### src/rtl/ssi_quad_tx.sv
// ssi_quad_tx: quad-lane synchronous serial transmitter toward the ARM.
//
// Takes 32-bit words over a valid/ready handshake and sends each one as 8
// nibbles (MSB nibble first) on four data lanes. A gated serial clock runs
// alongside, and a frame-sync strobe marks the first bit period. Every line
// toward the link comes straight from a flop.
//
// Ports:
//   clk        system clock (110.592 MHz domain)
//   rst        synchronous, active-high reset
//   ena        block enable; words are accepted only while high
//   din_valid  upstream word valid
//   din_data   upstream 32-bit word
//   din_ready  block can accept a word this cycle
//   ssi_clk    serial clock, low when idle, receiver samples on rising edge
//   ssi_fss    frame sync, high for the first bit period of a frame
//   ssi_xdat   lane data, bit3 drives xdat3
//   busy       frame or inter-frame gap in progress
//   frame_cnt  number of completed frames (wraps)
module ssi_quad_tx #(
    parameter int unsigned CLK_DIV = 4,
    parameter int unsigned GAP_CYC = 8,
    parameter int unsigned CNT_W   = 16
) (
    input  logic             clk,
    input  logic             rst,
    input  logic             ena,
    input  logic             din_valid,
    input  logic [31:0]      din_data,
    output logic             din_ready,
    output logic             ssi_clk,
    output logic             ssi_fss,
    output logic [3:0]       ssi_xdat,
    output logic             busy,
    output logic [CNT_W-1:0] frame_cnt
);

    localparam int unsigned H     = CLK_DIV / 2;
    localparam int unsigned DIV_W = (CLK_DIV > 2) ? $clog2(CLK_DIV) : 1;
    localparam int unsigned GAP_W = (GAP_CYC > 1) ? $clog2(GAP_CYC) : 1;

    // Phase index inside a bit period: 0..H-1 low, H..CLK_DIV-1 high.
    localparam logic [DIV_W-1:0] DIV_LAST = DIV_W'(CLK_DIV - 1);
    // Phase after which the serial clock goes high.
    localparam logic [DIV_W-1:0] DIV_RISE = DIV_W'(H - 1);
    localparam logic [GAP_W-1:0] GAP_LAST = GAP_W'(GAP_CYC - 1);

    localparam logic [1:0] ST_IDLE  = 2'd0;
    localparam logic [1:0] ST_SHIFT = 2'd1;
    localparam logic [1:0] ST_GAP   = 2'd2;

    logic [1:0]       state_q, state_d;
    logic [DIV_W-1:0] div_q, div_d;
    logic [2:0]       bit_q, bit_d;
    logic [GAP_W-1:0] gap_q, gap_d;
    logic [31:0]      shreg_q, shreg_d;
    logic             sclk_q, sclk_d;
    logic             fss_q, fss_d;
    logic [3:0]       xdat_q, xdat_d;
    logic             busy_q, busy_d;
    logic [CNT_W-1:0] cnt_q, cnt_d;

    logic accept;

    // Ready depends only on state and ena; reset masks it so a word offered
    // during reset is never taken.
    always_comb begin
        din_ready = (state_q == ST_IDLE) && ena && !rst;
        accept    = din_valid && din_ready;
    end

    always_comb begin
        state_d = state_q;
        div_d   = div_q;
        bit_d   = bit_q;
        gap_d   = gap_q;
        shreg_d = shreg_q;
        sclk_d  = sclk_q;
        fss_d   = fss_q;
        xdat_d  = xdat_q;
        cnt_d   = cnt_q;

        case (state_q)
            ST_IDLE: begin
                if (accept) begin
                    state_d = ST_SHIFT;
                    // First nibble goes straight out; shreg holds the rest,
                    // left-aligned so the next nibble is always [31:28].
                    xdat_d  = din_data[31:28];
                    shreg_d = {din_data[27:0], 4'h0};
                    fss_d   = 1'b1;
                    sclk_d  = 1'b0;
                    div_d   = '0;
                    bit_d   = '0;
                end
            end

            ST_SHIFT: begin
                if (div_q == DIV_LAST) begin
                    div_d  = '0;
                    sclk_d = 1'b0;
                    if (bit_q == 3'd7) begin
                        state_d = ST_GAP;
                        gap_d   = '0;
                        xdat_d  = 4'h0;
                        fss_d   = 1'b0;
                        cnt_d   = cnt_q + CNT_W'(1);
                    end else begin
                        bit_d   = bit_q + 3'd1;
                        xdat_d  = shreg_q[31:28];
                        shreg_d = {shreg_q[27:0], 4'h0};
                        fss_d   = 1'b0;
                    end
                end else begin
                    div_d = div_q + DIV_W'(1);
                    if (div_q == DIV_RISE) begin
                        sclk_d = 1'b1;
                    end
                end
            end

            ST_GAP: begin
                if (gap_q == GAP_LAST) begin
                    state_d = ST_IDLE;
                end else begin
                    gap_d = gap_q + GAP_W'(1);
                end
            end

            default: begin
                state_d = ST_IDLE;
            end
        endcase

        busy_d = (state_d != ST_IDLE);
    end

    always_ff @(posedge clk) begin
        if (rst) begin
            state_q <= ST_IDLE;
            div_q   <= '0;
            bit_q   <= '0;
            gap_q   <= '0;
            shreg_q <= '0;
            sclk_q  <= 1'b0;
            fss_q   <= 1'b0;
            xdat_q  <= 4'h0;
            busy_q  <= 1'b0;
            cnt_q   <= '0;
        end else begin
            state_q <= state_d;
            div_q   <= div_d;
            bit_q   <= bit_d;
            gap_q   <= gap_d;
            shreg_q <= shreg_d;
            sclk_q  <= sclk_d;
            fss_q   <= fss_d;
            xdat_q  <= xdat_d;
            busy_q  <= busy_d;
            cnt_q   <= cnt_d;
        end
    end

    assign ssi_clk   = sclk_q;
    assign ssi_fss   = fss_q;
    assign ssi_xdat  = xdat_q;
    assign busy      = busy_q;
    assign frame_cnt = cnt_q;

endmodule
### config.mk
export PLATFORM = sky130hd
export DESIGN_NAME = ssi_quad_tx
export DESIGN_NICKNAME = d
export VERILOG_FILES = /design/src/rtl/ssi_quad_tx.sv
export SDC_FILE = /design/constraint.sdc
export NUM_CORES = 1
export LEC_CHECK = 0
export CORE_UTILIZATION = 40
export CTS_BUF_LIST = sky130_fd_sc_hd__clkbuf_16
export DETAILED_ROUTE_END_ITERATION = 10
export PLACE_DENSITY = 0.67
export SETUP_SLACK_MARGIN = 0.15
export SYNTH_ARGS = -nofsm -noshare
export SYNTH_HDL_FRONTEND = slang
export SYNTH_SLANG_ARGS = --single-unit
export TNS_END_PERCENT = 20
### constraint.sdc
create_clock -name clk -period 2.3 [get_ports clk]
set_input_delay 0.69 -clock clk [delete_from_list [all_inputs] [get_ports clk]]
set_output_delay 0.69 -clock clk [all_outputs]
set_load 0.03 [all_outputs]
==> results.cfg <==
[outcome]
status = complete, no violations

[setup_path]
crit_path_start_kind = flip-flop
crit_fanout = 5
worstSetupPathType = reg2out
cpMaxStageDelayCell = clkdlybuf4s50_1
path_cells = clkdlybuf4s50_1
critPathMaxStageDelay_ps = 710
critPathBufInv = 1
cp_top_family = buffers and inverters
arrival_ps = 1450
critPathRequiredTime_ps = 1610
end_kind = output port

[sta]
max_clock_freq_ghz = 0.467
maxSlewHeadroom = 0.699
fin_crit_ps = 2140
hold_viol_final = 0
finalMaxSlewViolations = 0
worst_pin_slew_ps = 452
final.period_utilization = 0.930
hold_slack_ps = 450
setup_violations = 0
skew_ps = 3.93
rsz0062_at_grt = yes
tns_ps = 0

[logic_synthesis]
ys_seq_area_frac = 0.431
syn_nets = 366
yosysUniqueCellTypes = 42
ys_seq_elements = 61
synthCells = 323
syn_area_per_cell_um2 = 8.77
yosysWarningCount = 0
mappedNetlistArea_um2 = 2830

[cells_and_area]
antenna_cells = 0
final_core_util = 0.558
nets = 426
postLayoutCellArea_um2 = 3810
areaGrowthSynthToFinish_pct = 34.5
layout_commonest_cell = nand2_1
finalNonFillerCells = 483
final_layout_size_suffix_gt1_frac = 0.137
final_cell_mix = 64 x nand2_1, 61 x dfxtp_1, 55 x clkdlybuf4s50_1

[power_and_ir_drop]
power.leakage_nw = 1.36
ir_drop_mv = 0.446
p_per_area_nw_per_um2 = 658

[global_routing]
grt_overflow = 0
track_usage = 0.184
grt_max_degree = 36
antenna_found_initial = 0
grt_first_pass_wirelength_mm = 10.7
first_global_vias = 2344

[min_path]
hp-class = reg2reg

[placed_design]
portBuffers = 59
gp_congestion = 0.698
hpwl_mm = 4.27
dp_cells = 467
dpl_cell_area_um2 = 3550

[routing]
ant_nets = 0
drc = 0
wire_per_inst_um = 12.9
vias_per_cell = 5.05
vias = 2441
first_pass_iters = 4
drtIter0Drc = 107
routed_wl_mm = 6.24

[clocking]
clk_latency_ps = 320
cts_tree = yes
cts_root_buf = clkbuf_16
clkSinkCount = 61
clk_path_buf_depth = 2
h-tree-depth = 3
clk_pin_slew_ps = 50
holdBufCountCts = 0
numCtsBuffers = 9

[die]
rows = 30
core_um2 = 6830
initial_core_util = 0.415
num_io_pins = 60
dieArea_um2 = 7430
die_h_um = 86.2
dieWidth_um = 86.2

[run]
drv_cap = 0
-- synthesized netlist by cell type (all sizes together) --
master	instances	area, um2
nand2	64	240
dfxtp	61	1220
nor2	53	199
a311oi	24	335
a21oi	16	80.1
nand3	13	65.1
buf	11	67.6
clkbuf	11	42.5
xnor2	8	70.1
ha	7	87.6
nor3	7	35.0
nor2b	6	37.5
mux2	5	56.3
nor3b	5	37.5
a211oi	4	30.0
inv	3	11.3
nor4	3	31.3
a22oi	2	15.0
a31oi	2	12.5
nand2b	2	12.5
nand4	2	12.5
a221oi	1	8.76
a22o	1	8.76
a2bb2oi	1	8.76
and3	1	6.26
and4b	1	10.0
mux2i	1	10.0
nand3b	1	7.51
nand4b	1	8.76
nor4b	1	23.8
o21ai	1	5.00
o2bb2ai	1	15.0
or2	1	6.26
or3	1	6.26
xor2	1	8.76
-- final timing paths --
kind,cells past startpoint,to,from,slack (ps)
worst max-delay path,1,frame_cnt[7],frame_cnt[7],160
worst min-delay path,2,shreg_q[4],shreg_q[4],450
worst max register to register,6,frame_cnt[15],bit_q[0],410
worst min register to register,2,shreg_q[4],shreg_q[4],450
-- through the flow --
stage	power, mW	worst slack (ps)
6_report	2.51	160
3_5_place_dp	1.39	-25.4
5_1_grt	2.61	89.0
4_1_cts	2.53	148
2_1_floorplan	1.28	250
3_3_place_gp	1.39	37.1
-- area by class of cell --
class,count,area (um2)
Multi-Input combinational cell,237,1510
Timing Repair Buffer,71,703
Sequential cell,61,1220
Inverter,3,11.3
Tap cell,96,120
Clock buffer,9,225
Clock inverter,6,23.8
Fill cell,649,3020
-- metal layers --
layer / GRT usage / part of all wire
met1: 0.225 / 0.46
met2: 0.300 / 0.45
met3: 0.0714 / 0.073
met4: 0.0545 / 0.012
met5: 0 / 0
-- repair_timing --
item,in CTS,in global routing
pin swaps,0,0
setup buffers,1,0
gates resized for setup,2,1
endpoints found under the setup margin,2,6
-- flip-flops by register name, indices dropped and copies added (netlist names) --
signal,cells
div_q,2
ssi_fss,1
busy,1
ssi_xdat,4
bit_q,3
shreg_q,28
gap_q,3
ssi_clk,1
state_q,2
frame_cnt,16
-- where the power goes --
group          switching, mW  internal, mW
sequential            0.0190          1.09
combinational          0.132         0.127
clock                  0.437         0.699
total                  0.588          1.92
-- cells by family (layout without fill, tap and decap cells) --
kind of cell | Yosys count | after routing | share of synthesized area
DFF | 61 | 61 | 0.431
and+or+nand+nor | 162 | 162 | 0.261
AOI/OAI and AO/OA | 53 | 53 | 0.183
buffers and inverters | 25 | 89 | 0.0428
muxes | 6 | 6 | 0.0234
xor gates and xnor gates | 9 | 9 | 0.0278
adders and majority gates | 7 | 7 | 0.0309
(Power assumes the default switching activity.)
